[config.mk]
export PLATFORM = sky130hd
export DESIGN_NAME = mcycle_ctrl
export DESIGN_NICKNAME = d
export VERILOG_FILES = /design/src/rtl/mcycle_ctrl.sv
export SDC_FILE = /design/constraint.sdc
export NUM_CORES = 1
export LEC_CHECK = 0
export CAP_MARGIN = 10
export CORE_UTILIZATION = 57
export CTS_BUF_LIST = sky130_fd_sc_hd__clkbuf_8
export DETAILED_ROUTE_END_ITERATION = 16
export MAX_ROUTING_LAYER = met4
export PLACE_DENSITY = 0.92
export SYNTH_ARGS = -nofsm -noshare
export SYNTH_HDL_FRONTEND = slang
export SYNTH_SLANG_ARGS = --single-unit
[constraint.sdc]
create_clock -name clk -period 6.2 [get_ports clk]
set_clock_uncertainty 0.1 [all_clocks]
set_input_delay 1.24 -clock clk [delete_from_list [all_inputs] [get_ports clk]]
set_output_delay 1.24 -clock clk [all_outputs]
set_load 0.01 [all_outputs]
[src/rtl/mcycle_ctrl.sv]
// Multi-cycle CPU control FSM: FETCH/DECODE/EXEC/MEM/WB/HALT sequencing with
// memory handshake timeout, stall freeze and a retired-instruction counter.
module mcycle_ctrl #(
  parameter int OP_W    = 4,
  parameter int ALUOP_W = 4,
  parameter int TO_CYC  = 15,
  parameter int CNT_W   = 16
) (
  input  logic               clk,
  input  logic               rst_n,
  input  logic [OP_W-1:0]    opcode,
  input  logic               zero,
  input  logic               stall,
  input  logic               mem_ready,
  output logic               ir_load,
  output logic               pc_write,
  output logic               pc_src,
  output logic               reg_write,
  output logic               alu_src,
  output logic               mem_read,
  output logic               mem_write,
  output logic               mem_to_reg,
  output logic [ALUOP_W-1:0] alu_op,
  output logic               halted,
  output logic               mem_err,
  output logic [2:0]         state,
  output logic [CNT_W-1:0]   retired
);

  localparam logic [2:0] S_FETCH = 3'd0, S_DECODE = 3'd1, S_EXEC = 3'd2,
                         S_MEM   = 3'd3, S_WB     = 3'd4, S_HALT = 3'd5;

  localparam logic [3:0] OPC_NOP  = 4'h0, OPC_ADD  = 4'h1, OPC_SUB  = 4'h2,
                         OPC_AND  = 4'h3, OPC_OR   = 4'h4, OPC_XOR  = 4'h5,
                         OPC_SLT  = 4'h6, OPC_ADDI = 4'h7, OPC_ANDI = 4'h8,
                         OPC_ORI  = 4'h9, OPC_XORI = 4'hA, OPC_LW   = 4'hB,
                         OPC_SW   = 4'hC, OPC_BEQ  = 4'hD, OPC_BNE  = 4'hE,
                         OPC_HALT = 4'hF;

  localparam logic [ALUOP_W-1:0] ALU_ADD = ALUOP_W'(0), ALU_SUB = ALUOP_W'(1),
                                 ALU_AND = ALUOP_W'(2), ALU_OR  = ALUOP_W'(3),
                                 ALU_XOR = ALUOP_W'(4), ALU_SLT = ALUOP_W'(5);

  // The wait counter only has to hold values up to TO_CYC-1.
  localparam int WC_W = (TO_CYC < 2) ? 1 : $clog2(TO_CYC);
  localparam logic [WC_W-1:0] WAIT_LAST = WC_W'(TO_CYC - 1);

  logic [2:0]       state_reg, state_next;
  logic             run_reg;
  logic [OP_W-1:0]  op_reg;
  logic [3:0]       op_dec;
  logic [WC_W-1:0]  wait_reg;
  logic             ready_seen_reg;
  logic             mem_err_reg;
  logic [CNT_W-1:0] retired_reg;
  logic             advance, ready_eff, timeout, is_ld, is_st;

  generate
    if (OP_W > 4) begin : g_wide_op
      assign op_dec = (op_reg[OP_W-1:4] == '0) ? op_reg[3:0] : OPC_NOP;
    end else begin : g_narrow_op
      assign op_dec = op_reg[3:0];
    end
  endgenerate

  // run_reg holds the FSM idle until the first edge after reset release.
  assign advance   = run_reg && !stall;
  assign ready_eff = mem_ready || ready_seen_reg;
  assign is_ld     = (op_dec == OPC_LW);
  assign is_st     = (op_dec == OPC_SW);
  assign timeout   = (state_reg == S_MEM) && !ready_eff && (wait_reg == WAIT_LAST);

  always_ff @(posedge clk or negedge rst_n) begin
    if (!rst_n) begin
      state_reg <= S_FETCH;
      run_reg   <= 1'b0;
    end else begin
      state_reg <= state_next;
      run_reg   <= 1'b1;
    end
  end

  always_comb begin
    state_next = state_reg;
    if (advance) begin
      case (state_reg)
        S_FETCH:  state_next = S_DECODE;
        S_DECODE: state_next = S_EXEC;
        S_EXEC: begin
          case (op_dec)
            OPC_ADD, OPC_SUB, OPC_AND, OPC_OR, OPC_XOR, OPC_SLT,
            OPC_ADDI, OPC_ANDI, OPC_ORI, OPC_XORI: state_next = S_WB;
            OPC_LW, OPC_SW:                        state_next = S_MEM;
            OPC_HALT:                              state_next = S_HALT;
            default:                               state_next = S_FETCH;
          endcase
        end
        S_MEM: begin
          if (ready_eff)    state_next = is_ld ? S_WB : S_FETCH;
          else if (timeout) state_next = S_HALT;
        end
        S_WB:    state_next = S_FETCH;
        S_HALT:  state_next = S_HALT;
        default: state_next = S_FETCH;
      endcase
    end
  end

  always_comb begin
    ir_load    = 1'b0;
    pc_write   = 1'b0;
    pc_src     = 1'b0;
    reg_write  = 1'b0;
    alu_src    = 1'b0;
    mem_read   = 1'b0;
    mem_write  = 1'b0;
    mem_to_reg = 1'b0;
    alu_op     = ALU_ADD;
    case (state_reg)
      S_FETCH: ir_load = advance;
      S_EXEC: begin
        case (op_dec)
          OPC_SUB, OPC_BEQ, OPC_BNE: alu_op = ALU_SUB;
          OPC_AND, OPC_ANDI:         alu_op = ALU_AND;
          OPC_OR,  OPC_ORI:          alu_op = ALU_OR;
          OPC_XOR, OPC_XORI:         alu_op = ALU_XOR;
          OPC_SLT:                   alu_op = ALU_SLT;
          default:                   alu_op = ALU_ADD;
        endcase
        alu_src = (op_dec == OPC_ADDI) || (op_dec == OPC_ANDI) || (op_dec == OPC_ORI) ||
                  (op_dec == OPC_XORI) || is_ld || is_st;
        if ((op_dec == OPC_BEQ) || (op_dec == OPC_BNE)) begin
          pc_write = advance;
          pc_src   = ((op_dec == OPC_BEQ) && zero) || ((op_dec == OPC_BNE) && !zero);
        end
      end
      S_MEM: begin
        // The request survives stall; only completion strobes are gated.
        mem_read  = is_ld;
        mem_write = is_st;
        pc_write  = is_st && ready_eff && advance;
      end
      S_WB: begin
        reg_write  = advance;
        mem_to_reg = is_ld;
        pc_write   = advance;
      end
      default: ;
    endcase
  end

  always_ff @(posedge clk or negedge rst_n) begin
    if (!rst_n) begin
      op_reg         <= '0;
      wait_reg       <= '0;
      ready_seen_reg <= 1'b0;
      mem_err_reg    <= 1'b0;
      retired_reg    <= '0;
    end else begin
      if (advance && (state_reg == S_DECODE)) op_reg <= opcode;
      if (advance) begin
        if ((state_reg != S_MEM) && (state_next == S_MEM)) wait_reg <= '0;
        else if ((state_reg == S_MEM) && !ready_eff)      wait_reg <= wait_reg + 1'b1;
      end
      // A ready seen under stall is kept until the first unstalled MEM cycle.
      if ((state_reg == S_MEM) && stall && mem_ready) ready_seen_reg <= 1'b1;
      else if (!stall)                                ready_seen_reg <= 1'b0;
      if (advance && timeout) mem_err_reg <= 1'b1;
      if ((state_next == S_FETCH) &&
          ((state_reg == S_EXEC) || (state_reg == S_MEM) || (state_reg == S_WB)))
        retired_reg <= retired_reg + CNT_W'(1);
    end
  end

  assign halted  = (state_reg == S_HALT);
  assign mem_err = mem_err_reg;
  assign state   = state_reg;
  assign retired = retired_reg;

endmodule

After elaboration in Yosys (flattened, before gate mapping)
Memory sizes are Yosys's and may differ from the RTL's.
Cells that the tools add are included.
{"block": "totals", "regBits": 30, "rom_bits": 96, "out_inout_bits": 33, "n_memories": 2}
{"memory": "(name not given)", "depth": 16, "width": 3, "read_ports": 1, "rd_ports_with_merged_regs": 0, "write_ports": 0, "line_no": "122", "rtl": "case (op_dec)"}
{"memory": "(name not given)", "depth": 16, "width": 3, "read_ports": 1, "rd_ports_with_merged_regs": 0, "write_ports": 0, "line_no": "90", "rtl": "case (op_dec)"}
{"block": "classes", "addsub": 2, "n_eq_ne": 17, "n_reduce_logical": 30, "n_mux": 20}
{"op": "$eq 4x4->1 const B", "count": 8}
{"op": "$add 16x1->16 const B", "count": 1}
{"op": "$pmux 3 s5", "count": 1}
{"op": "$logic_and 1x1->1", "count": 13}
{"op": "$mux 3", "count": 4}
{"op": "$mux 4", "count": 3}
{"op": "$mux 1", "count": 11}
{"op": "$logic_or 1x1->1", "count": 10}
{"op": "$eq 3x2->1 const B", "count": 3}
{"op": "$eq 3x3->1 const B", "count": 2}
{"op": "$logic_not 3->1", "count": 2}
{"op": "$add 4x1->4 const B", "count": 1}
{"op": "$eq 4x3->1 const B", "count": 1}
{"op": "$eq 3x1->1 const B", "count": 1}
{"op": "$logic_not 1->1", "count": 3}
{"op": "$ne 3x2->1 const B", "count": 1}
{"op": "$pmux 1 s3", "count": 1}
{"op": "$ne 2x1->1 const B", "count": 1}
{"op": "$reduce_and 2->1", "count": 1}
{"op": "$reduce_bool 2->1", "count": 1}

Longest topological paths before layout
Gate-level depths: netlist of run 1.
{"block": "depth", "word_depth": 12, "mapped_depth": 8, "depth_no_buf": 7}

Worst setup path before layout of run 1
OpenSTA, ideal clock, no wires.
{"block": "synth_timing", "kind": "input to output", "from": "in stall", "to": "out ir_load", "arrival_ns": 1.980, "setup_slack_ns": 2.880, "required_ns": 4.860, "path_buffers": 1, "cell_stages": 3, "path_cell_list": "nand2b_1 > clkbuf_1 > nor4_1"}
{"block": "synth_between", "elab_chain_len": 3}
{"item": "start, declared", "line_no": "13", "rtl": "input logic stall,"}
{"item": "$logic_not 1->1"}
{"item": "$logic_and 1x1->1", "line_no": "67", "rtl": "assign advance = run_reg && !stall;"}
{"item": "$mux 1", "line_no": "119", "rtl": "case (state_reg)"}
{"item": "end, declared", "line_no": "15", "rtl": "output logic ir_load,"}
Every way passes these cells.

Worst setup path after layout of run 1
Ends and elaborated chain as after synthesis.

==> flow_summary_export.csv, run 1 <==
group,metric,value,unit
timing,clock.fmax,232.1,MHz
clocking,cts_tree,"yes",
synth,yosys.cell_count.top_type,"sky130_fd_sc_hd__dfrtp_1",
synth,register_area_share_after_synthesis,38.05,%
placed_design,hpwl,2952,um
route,drc,0,
critical_path,crit_chain,"clkdlybuf4s50_1, nand2b_1, nor4_1, clkdlybuf4s50_1",
global_routing,globalRoute.totalOverflow,0,
timing,report.final.slew_viol_count,0,
critical_path,worst_ep_arrival_time,2.97,ns
final_layout,fin_area,2509,um2
floorplan,die_width,60.84,um
synth,synth-edff-count,0,
synth,yosys-top-cells-count,"sky130_fd_sc_hd__dfrtp_1, sky130_fd_sc_hd__nor2_1, sky130_fd_sc_hd__xor2_1",
timing,worst_slew_margin_rel,47.02,%
route,wl_per_cell,15.11,um
critical_path,r2r_end,"retired[1]$_DFFE_PN0P_",
final_layout,n_antenna_cell,0,
placed_design,portBuffers,40,
floorplan,fp.dieArea,3701,um2
final_layout,multi_input_area,1122,um2
critical_path,cp_max_fo,13,
clocking,maximum_level_of_the_cts_h_tree,2,
timing,hold-worst-slack,0.3709,ns
clocking,clock_root_cell,"sky130_fd_sc_hd__clkbuf_8",
clocking,tritoncts.num_buffers,5,
global_routing,first_global_vias,1505,
final_layout,layout_cells_sized_above_1,12.13,%
synth,syn_nets,217,
critical_path,cpLargestDelayFamily,"buffers and inverters",
global_routing,grtUsageMet2,42.39,%
route,drtIter0Drc,140,
power_and_ir_drop,total_power,0.001060,W
critical_path,reg2reg_depth,7,
synth,post_synth_main_area_contributors,"sky130_fd_sc_hd__dfrtp_1, sky130_fd_sc_hd__xor2_1, sky130_fd_sc_hd__ha_1, sky130_fd_sc_hd__nor4_1, sky130_fd_sc_hd__nor2_1",
critical_path,reg2reg_setup_slack,3.39,ns
route,firstDrtPassIters,4,
run,drv.max_cap_violation_count,0,
synth,yosysWarnings,0,
critical_path,worst-setup-path-type,"primary input to output port",
power_and_ir_drop,power.static_leakage,1.103,nW
critical_path,worstSetupStartpointType,"primary input",
final_layout,n_fill_cell,213,
global_routing,grt_max_degree,31,
critical_path,worst_setup_path_end_kind,"output port",
final_layout,largest_register_ffs,16,
power_and_ir_drop,powerDensity,422.5,nW/um2
global_routing,grt_most_used_layer,"met2",
global_routing,global_route.usage.met1,29.95,%
clocking,clock-sinks,30,
global_routing,global_route.usage.total,26.05,%
clocking,post_cts_resize_count,0,
synth,yosys.cell_types.count,56,
critical_path,launching_element_of_the_worst_setup_path,"stall",
timing,post-route-min-period,4.309,ns
placed_design,placed_area,2366,um2
route,vias,1666,
route,drt-total-wl,4276,um
synth,post_synth_inst_count,200,
synth,number_of_synthesized_register_bits,30,
clocking,postCtsSetupRepairBufs,0,
clocking,cts_buffer_depth,2,
status,run_status,"completed",
timing,finalHoldViolations,0,
critical_path,cp_slowest_stage_delay,0.60,ns
route,ant_nets,0,
floorplan,start_util,62.09,%
critical_path,critical_path_depth,4,
critical_path,cp.required,4.86,ns
critical_path,timing.critical_path.buf_inv,2,
global_routing,grt_first_pass_wirelength,6665,um
synth,async_flop_share,100.0,%
final_layout,finish.net_count,255,
timing,setup_total_negative_slack,0,ns
clocking,clock_pin_slew_reported_for_the_worst_setup_and_hold_paths_after_clock_tree_synthesis,0.06,ns
min_path,worstHoldPathCells,1,
critical_path,critical-path-slowest-cell,"sky130_fd_sc_hd__clkdlybuf4s50_1",
clocking,hold_buffers,0,
synth,yosys.area.top_type_share,38.05,%
timing,crit_share_post_route,69.50,%
synth,synth_flop_cell,"sky130_fd_sc_hd__dfrtp_1",
synth,post-synth-top-area-cell,"sky130_fd_sc_hd__dfrtp_1",
floorplan,num_io_pins,42,
synth,synthesis.area,1973,um2
final_layout,layout.area.seq,750.7,um2
min_path,timing.hold.worst.class,"register to register",
timing,worst_pin_slew,0.7946,ns
final_layout,syn_to_final_growth,27.14,%
floorplan,fp.dieH,60.84,um
critical_path,regToRegStartpoint,"wait_reg[0]$_DFFE_PN0P_",
timing,grt_setup_unrepaired,"no",
floorplan,rows,20,
floorplan,core_area,3178,um2
critical_path,worstSetupEndpoint,"ir_load",
clocking,clock_insertion_delay_worst_skew,0.28,ns
global_routing,grt_met3_use,7.463,%
critical_path,critical-path-top-cell-by-count,"sky130_fd_sc_hd__clkdlybuf4s50_1",
global_routing,grt_antenna_before_repair,0,
final_layout,finish.utilization,78.94,%
power_and_ir_drop,vdd_drop_max,0.0002959,V
placed_design,finalWeightedCongestion,0.8017,
route,route.detailed.vias_per_inst,5.887,
synth,syn_area_per_cell,9.866,um2
timing,timing.final.setup_violations,0,
## worst reg2reg max path, cell delays in order (launching register included)
cell and delay (ns):
sky130_fd_sc_hd__dfrtp_1 0.42, sky130_fd_sc_hd__inv_1 0.06, sky130_fd_sc_hd__ha_1 0.22, sky130_fd_sc_hd__a311oi_1 0.55
sky130_fd_sc_hd__a22oi_2 0.20, sky130_fd_sc_hd__o311ai_4 0.66, sky130_fd_sc_hd__nor3_2 0.15, sky130_fd_sc_hd__mux2_4 0.33
## cells in the final DEF (no fill, tap or decap), types with 2 or more instances in the layout
| cell type | n |
|---|---|
| sky130_fd_sc_hd__o21ai_2 | 3 |
| sky130_fd_sc_hd__and2_1 | 3 |
| sky130_fd_sc_hd__a211oi_1 | 2 |
| sky130_fd_sc_hd__ha_1 | 8 |
| sky130_fd_sc_hd__inv_1 | 8 |
| sky130_fd_sc_hd__nand3b_1 | 3 |
| sky130_fd_sc_hd__dfrtp_1 | 30 |
| sky130_fd_sc_hd__nor4_1 | 11 |
| sky130_fd_sc_hd__o21ai_0 | 3 |
| sky130_fd_sc_hd__a21oi_1 | 6 |
| sky130_fd_sc_hd__nor2_1 | 18 |
| sky130_fd_sc_hd__nor3b_1 | 2 |
| sky130_fd_sc_hd__clkdlybuf4s50_1 | 40 |
| sky130_fd_sc_hd__nor3_1 | 6 |
| sky130_fd_sc_hd__mux2_2 | 4 |
| sky130_fd_sc_hd__and3_1 | 5 |
| sky130_fd_sc_hd__bufinv_16 | 2 |
| sky130_fd_sc_hd__nand2_1 | 11 |
| sky130_fd_sc_hd__nor4_2 | 2 |
| sky130_fd_sc_hd__nand4_1 | 5 |
| sky130_fd_sc_hd__nor2b_1 | 2 |
| sky130_fd_sc_hd__a31oi_1 | 2 |
| sky130_fd_sc_hd__xor2_1 | 17 |
| sky130_fd_sc_hd__nand2b_1 | 2 |
| sky130_fd_sc_hd__nor4b_1 | 2 |
| sky130_fd_sc_hd__clkbuf_8 | 6 |
| sky130_fd_sc_hd__mux2i_1 | 2 |
| sky130_fd_sc_hd__conb_1 | 2 |
| sky130_fd_sc_hd__or3_1 | 2 |
| sky130_fd_sc_hd__nand3_1 | 5 |
## kinds of logic after synthesis
kind of cell	share of synthesized area (%)
AND/OR/NAND/NOR	25.17
AO/OA/AOI/OAI	14.08
flip-flops	38.05
buffers and inverters	5.073
XOR/XNOR	7.546
adder cells (fa/ha/maj)	5.073
multiplexers	4.629
other	0.3806
## per-stage QoR
step,setup slack [ns],std cells
CTS,1.899,283
finish,1.891,283
floorplan,2.880,200
detailed placement,1.917,275
global route,1.814,283
global placement,2.029,275
## where the power goes
part	internal (W)	total (W)	switching [W]	leakage, nW
logic	0.000220	0.000476	0.000257	0.645
registers	0.000242	0.000338	0.0000959	0.387
clock network	0.000171	0.000246	0.0000743	0.0714
## worst min path at each step
stage / end / slack (ns) / start
2_1_floorplan: ready_seen_reg$_DFFE_PN0P_ / 0.40 / ready_seen_reg$_DFFE_PN0P_
3_3_place_gp: mem_err$_DFFE_PN0P_ / 0.35 / mem_err$_DFFE_PN0P_
3_5_place_dp: retired[15]$_DFFE_PN0P_ / 0.37 / retired[15]$_DFFE_PN0P_
4_1_cts: retired[15]$_DFFE_PN0P_ / 0.38 / retired[15]$_DFFE_PN0P_
5_1_grt: retired[15]$_DFFE_PN0P_ / 0.41 / retired[15]$_DFFE_PN0P_
6_report: retired[15]$_DFFE_PN0P_ / 0.37 / retired[15]$_DFFE_PN0P_
## layout make-up
type / instances / share of cell area (%)
Tap cell: 44 / 2.195
Clock buffer: 6 / 3.292
Multi-Input combinational cell: 152 / 44.74
Timing Repair Buffer: 41 / 16.26
Inverter: 8 / 1.197
Clock inverter: 2 / 2.394
Sequential cell: 30 / 29.93
## per-layer routing
layer	vias up	routed length, um
met3	11	225
met1	800	1908
li1	804	-
met4	0	81
met2	51	2061
met5	-	0
Note: power is estimated with default switching activity, not from simulation.
==> run 2: changes to the inputs <==
Settings changed: CORE_UTILIZATION 57 to 53, PLACE_DENSITY 0.92 to 0.87.
Clock period 6.2 ns to 4.5 ns, I/O delays scaled along.
==> flow_summary_export.csv, run 2 (same netlist as run 1, synthesis figures left out) <==
group,metric,value,unit
critical_path,regToRegStartpoint,"op_dec[0]$_DFFE_PN0P_",
critical_path,worstSetupStartpointType,"primary input",
critical_path,reg2reg_depth,6,
critical_path,r2r_end,"retired[1]$_DFFE_PN0P_",
power_and_ir_drop,power.combinational.fraction,47.4,%
floorplan,fp.dieArea,3971,um2
timing,worst_pin_slew,0.8283,ns
critical_path,worst_setup_path_end_kind,"output port",
power_and_ir_drop,vdd_drop_max,0.0002765,V
timing,grt_setup_unrepaired,"no",
placed_design,finalWeightedCongestion,0.8134,
timing,report.final.slew_viol_count,0,
timing,worst_slew_margin_rel,44.78,%
critical_path,cp_max_fo,13,
clocking,postCtsSetupRepairBufs,0,
timing,crit_share_post_route,79.50,%
global_routing,grt_first_pass_wirelength,6872,um
route,drc,0,
timing,timing.final.setup_violations,0,
clocking,clock_pin_slew_reported_for_the_worst_setup_and_hold_paths_after_clock_tree_synthesis,0.06,ns
clocking,tritoncts.num_buffers,5,
critical_path,critical-path-top-cell-by-count,"sky130_fd_sc_hd__clkdlybuf4s50_1",
min_path,worst_hold_startpoint,"retired[15]$_DFFE_PN0P_",
final_layout,finish.net_count,255,
run,drv.max_cap_violation_count,0,
timing,finalHoldViolations,0,
min_path,timing.hold.worst.class,"register to register",
power_and_ir_drop,power.share.switching,42.28,%
power_and_ir_drop,share_seq_of_total_power,34.1,%
final_layout,syn_to_final_growth,25.62,%
status,run_status,"completed",
critical_path,worst-setup-path-type,"primary input to output port",
critical_path,cp_slowest_stage_delay,0.58,ns
power_and_ir_drop,p_int,0.0007897,W
route,wl_per_cell,14.08,um
floorplan,start_util,57.32,%
placed_design,preCtsSetupSlack,0.9372,ns
global_routing,first_global_vias,1505,
floorplan,rows,21,
final_layout,leading_cell_types_in_the_layout_fill_and_taps_excluded,"sky130_fd_sc_hd__clkdlybuf4s50_1, sky130_fd_sc_hd__dfrtp_1, sky130_fd_sc_hd__nor2_1",
timing,setup_total_negative_slack,0,ns
route,drtIter0Drc,126,
power_and_ir_drop,power.static_leakage,1.090,nW
placed_design,portBuffers,40,
clocking,hold_buffers,0,
floorplan,fp.dieH,63.02,um
global_routing,grt_max_degree,31,
clocking,cts_buffer_depth,2,
power_and_ir_drop,clock_power_share,18.5,%
final_layout,layout_cells_sized_above_1,12.13,%
critical_path,cp.required,3.50,ns
final_layout,layout_commonest_cell,"sky130_fd_sc_hd__clkdlybuf4s50_1",
critical_path,critical-path-slowest-cell,"sky130_fd_sc_hd__clkdlybuf4s50_1",
critical_path,worst_ep_arrival_time,2.58,ns
critical_path,reg2reg_setup_slack,1.77,ns
clocking,post_cts_resize_count,0,
final_layout,finish.utilization,72.01,%
clocking,cts_tree,"yes",
timing,clock.fmax,279.5,MHz
global_routing,grt_antenna_before_repair,0,
clocking,clock_root_cell,"sky130_fd_sc_hd__clkbuf_8",
min_path,min_delay_worst_endpoint,"retired[15]$_DFFE_PN0P_",
clocking,clock-sinks,30,
floorplan,core_area,3442,um2
power_and_ir_drop,psw,0.0005783,W
route,route.detailed.vias_per_inst,5.618,
global_routing,globalRoute.totalOverflow,0,
route,firstDrtPassIters,4,
final_layout,n_antenna_cell,0,
power_and_ir_drop,powerDensity,551.9,nW/um2
global_routing,global_route.usage.total,22.50,%
timing,post-route-min-period,3.577,ns
placed_design,hpwl,2776,um
floorplan,die_width,63.02,um
clocking,clock_insertion_delay_worst_skew,0.28,ns
final_layout,n_fill_cell,255,
route,vias,1601,
timing,timing.final.ws_setup,0.9226,ns
floorplan,num_io_pins,42,
min_path,worstHoldPathCells,1,
power_and_ir_drop,total_power,0.001368,W
clocking,maximum_level_of_the_cts_h_tree,2,
route,ant_nets,0,
final_layout,largest_register_ffs,16,
route,drt-total-wl,4013,um
critical_path,crit_chain,"clkdlybuf4s50_1, nand2b_1, nor4_1, clkdlybuf4s50_1",
## run 2: cell count changes in the layout (fill, tap and decap cells not counted)
| cell | before | now |
|---|---|---|
| sky130_fd_sc_hd__bufinv_16 | 2 | 0 |
| sky130_fd_sc_hd__clkbuf_8 | 6 | 8 |
## run 2: worst max path at each step
stage                       startpoint  endpoint  slack [ns]  cells after the start
finish                           stall   ir_load        0.92                      4
global route                     stall   ir_load        0.84                      4
CTS                              stall   ir_load        0.93                      4
detailed placement               stall   ir_load        0.94                      4
global placement                 stall   ir_load         1.0                      4
floorplan           state[1]$_DFF_PN0_   alu_src        1.75                      4
## run 2: critical path, delay by kind of cell
family / cells / cell delay [ns]
buf+inv: 2 / 1.03
simple gates: 2 / 0.64
## run 2: power by group through the flow
stage / sequential (W) / combinational, W / clock [W]
after CTS: 0.000464 / 0.000650 / 0.000254
after detailed placement: 0.000468 / 0.000648 / 0
final: 0.000467 / 0.000648 / 0.000253
after global routing: 0.000480 / 0.000715 / 0.000265
after floorplan: 0.000416 / 0.000520 / 0
after global placement: 0.000464 / 0.000627 / 0
## run 2: layer usage
layer	track usage [%]	wire [um]	vias up
met4	7.849	42	0
met1	28.49	1893	741
met2	35.22	1814	58
li1	-	-	796
met5	-	0	-
met3	5.109	264	6
## run 2: metrics by stage
stage          instances  instance area, um2  hold slack [ns]
2_1_floorplan        200                1973           0.4007
3_3_place_gp         277                2369           0.3619
3_5_place_dp         277                2369           0.3603
4_1_cts              285                2479           0.3765
5_1_grt              285                2479           0.4038
6_report             285                2479           0.3749
## run 2: cell type report
class                      instances  area, um2  area share, %
sequential                        30      750.7          30.29
inverter                           8      30.03          1.212
tap                               46      57.56          2.322
multi-input combinational        152       1122          45.28
clock buffer                       8      110.1          4.442
timing repair buffer              41      407.9          16.46
==> run 3: changes to the inputs <==
Settings changed: CORE_UTILIZATION 53 to 48, PLACE_DENSITY 0.87 to 0.83.
Clock period 4.5 ns to 3.1 ns, I/O delays scaled along.
==> flow_summary_export.csv, run 3 (same netlist as run 1, synthesis figures left out) <==
group,metric,value,unit
final_layout,n_antenna_cell,0,
timing,crit_share_post_route,95.37,%
timing,hold-worst-slack,0.3849,ns
global_routing,grt_first_pass_wirelength,7389,um
route,wl_per_cell,14.98,um
route,route.detailed.vias_per_inst,5.716,
clocking,clock_insertion_delay_worst_skew,0.28,ns
global_routing,global_route.usage.met1,29.30,%
route,firstDrtPassIters,4,
clocking,post_cts_resize_count,0,
min_path,min_delay_worst_endpoint,"retired[15]$_DFFE_PN0P_",
timing,post-route-min-period,2.956,ns
global_routing,grtUsageMet2,34.82,%
critical_path,critical-path-slowest-cell,"sky130_fd_sc_hd__clkdlybuf4s50_1",
critical_path,cp_slowest_stage_delay,0.61,ns
floorplan,num_io_pins,42,
timing,worst_slew_margin_rel,63.43,%
clocking,clock-sinks,30,
timing,report.final.slew_viol_count,0,
critical_path,crit_chain,"inv_1, or3_1, a2111oi_0, clkdlybuf4s50_1",
power_and_ir_drop,power.static_leakage,1.111,nW
clocking,cts_buffer_depth,2,
clocking,postCtsSetupRepairBufs,0,
route,drtIter0Drc,64,
critical_path,reg2reg_setup_slack,0.63,ns
timing,timing.final.setup_violations,0,
placed_design,finalWeightedCongestion,0.7842,
critical_path,worst_setup_path_end_kind,"output port",
critical_path,worstSetupStartpointType,"register",
critical_path,worst_ep_arrival_time,2.24,ns
timing,finalHoldViolations,0,
floorplan,core_area,3799,um2
floorplan,rows,22,
final_layout,leading_cell_types_in_the_layout_fill_and_taps_excluded,"sky130_fd_sc_hd__clkdlybuf4s50_1, sky130_fd_sc_hd__dfrtp_1, sky130_fd_sc_hd__nor2_1",
timing,worst_pin_slew,0.5473,ns
critical_path,cp_max_fo,5,
power_and_ir_drop,powerDensity,794.3,nW/um2
route,ant_nets,0,
timing,clock.fmax,338.2,MHz
critical_path,reg2reg_depth,8,
global_routing,first_global_vias,1588,
clocking,cts_tree,"yes",
final_layout,largest_register_ffs,16,
floorplan,fp.dieH,66.12,um
final_layout,fin_area,2506,um2
floorplan,start_util,51.94,%
global_routing,global_route.usage.total,23.10,%
global_routing,grt_met3_use,5.690,%
placed_design,placed_area,2424,um2
floorplan,fp.dieArea,4371,um2
route,drt-total-wl,4375,um
min_path,worstHoldPathCells,1,
route,drc,0,
placed_design,portBuffers,40,
clocking,clock_root_cell,"sky130_fd_sc_hd__clkbuf_8",
timing,timing.final.ws_setup,0.1436,ns
timing,grt_setup_unrepaired,"no",
clocking,hold_buffers,0,
power_and_ir_drop,total_power,0.001991,W
route,vias,1669,
power_and_ir_drop,vdd_drop_max,0.0003402,V
floorplan,die_width,66.12,um
min_path,worst_hold_startpoint,"retired[15]$_DFFE_PN0P_",
clocking,maximum_level_of_the_cts_h_tree,2,
global_routing,grt_max_degree,31,
placed_design,hpwl,3076,um
final_layout,syn_to_final_growth,27.01,%
global_routing,globalRoute.totalOverflow,0,
global_routing,grt_most_used_layer,"met2",
run,drv.max_cap_violation_count,0,
critical_path,cp.required,2.38,ns
status,run_status,"completed",
critical_path,regToRegStartpoint,"op_dec[0]$_DFFE_PN0P_",
timing,setup_total_negative_slack,0,ns
final_layout,layout_cells_sized_above_1,13.93,%
clocking,clock_pin_slew_reported_for_the_worst_setup_and_hold_paths_after_clock_tree_synthesis,0.06,ns
final_layout,finish.net_count,262,
critical_path,worst-setup-path-type,"register to output port",
min_path,timing.hold.worst.class,"register to register",
critical_path,r2r_end,"retired[5]$_DFFE_PN0P_",
clocking,tritoncts.num_buffers,5,
global_routing,grt_antenna_before_repair,0,
placed_design,preCtsSetupSlack,0.2400,ns
final_layout,layout_commonest_cell,"sky130_fd_sc_hd__clkdlybuf4s50_1",
==> run 3: cell count changes in the layout (fill, tap and decap cells not counted) <==
cell / change
sky130_fd_sc_hd__buf_4: +7
sky130_fd_sc_hd__clkbuf_8: -2
==> run 3: worst max-delay path by stage <==
stage                              to                  start  slack (ns)  cells past startpoint
6_report                      alu_src     state[1]$_DFF_PN0_        0.14                      4
5_1_grt                       alu_src  op_dec[1]$_DFFE_PN0P_       0.002                      6
4_1_cts                       alu_src     state[1]$_DFF_PN0_        0.13                      4
3_5_place_dp   retired[4]$_DFFE_PN0P_                  stall        0.24                      7
3_3_place_gp                reg_write                  stall        0.29                      5
2_1_floorplan                 alu_src     state[1]$_DFF_PN0_        0.63                      4
==> run 3: cell type report <==
class	count	area, um2
Inverter	8	30.03
Multi-Input combinational cell	152	1122
Sequential cell	30	750.7
Clock buffer	6	82.58
Tap cell	48	60.06
Fill cell	327	1292
Timing Repair Buffer	48	460.4
==> run 3: report_power, final <==
| part | switching (W) | total [W] | leakage [nW] | internal (W) |
|---|---|---|---|---|
| logic | 0.000573 | 0.00106 | 0.680 | 0.000484 |
| registers | 0.000140 | 0.000624 | 0.387 | 0.000485 |
| clock network | 0.000138 | 0.000309 | 0.0431 | 0.000171 |
==> run 3: per-layer routing <==
layer  wire length [um]  share of wire [%]
met5                  0                  0
met4                 86                2.0
met3                197                4.5
met2               2072                 47
met1               2019                 46
==> run 3: stage by stage <==
step | instances | utilization [%]
global route | 292 | 65.98
detailed placement | 286 | 63.80
global placement | 286 | 63.80
CTS | 292 | 65.98
finish | 292 | 65.98
floorplan | 200 | -
==> run 3: critical path, delay by kind of cell, from the launching register on <==
family	cells	cell delay [ns]
compound gates	1	0.42
buf+inv	2	0.72
flops	1	0.35
simple gates	1	0.47
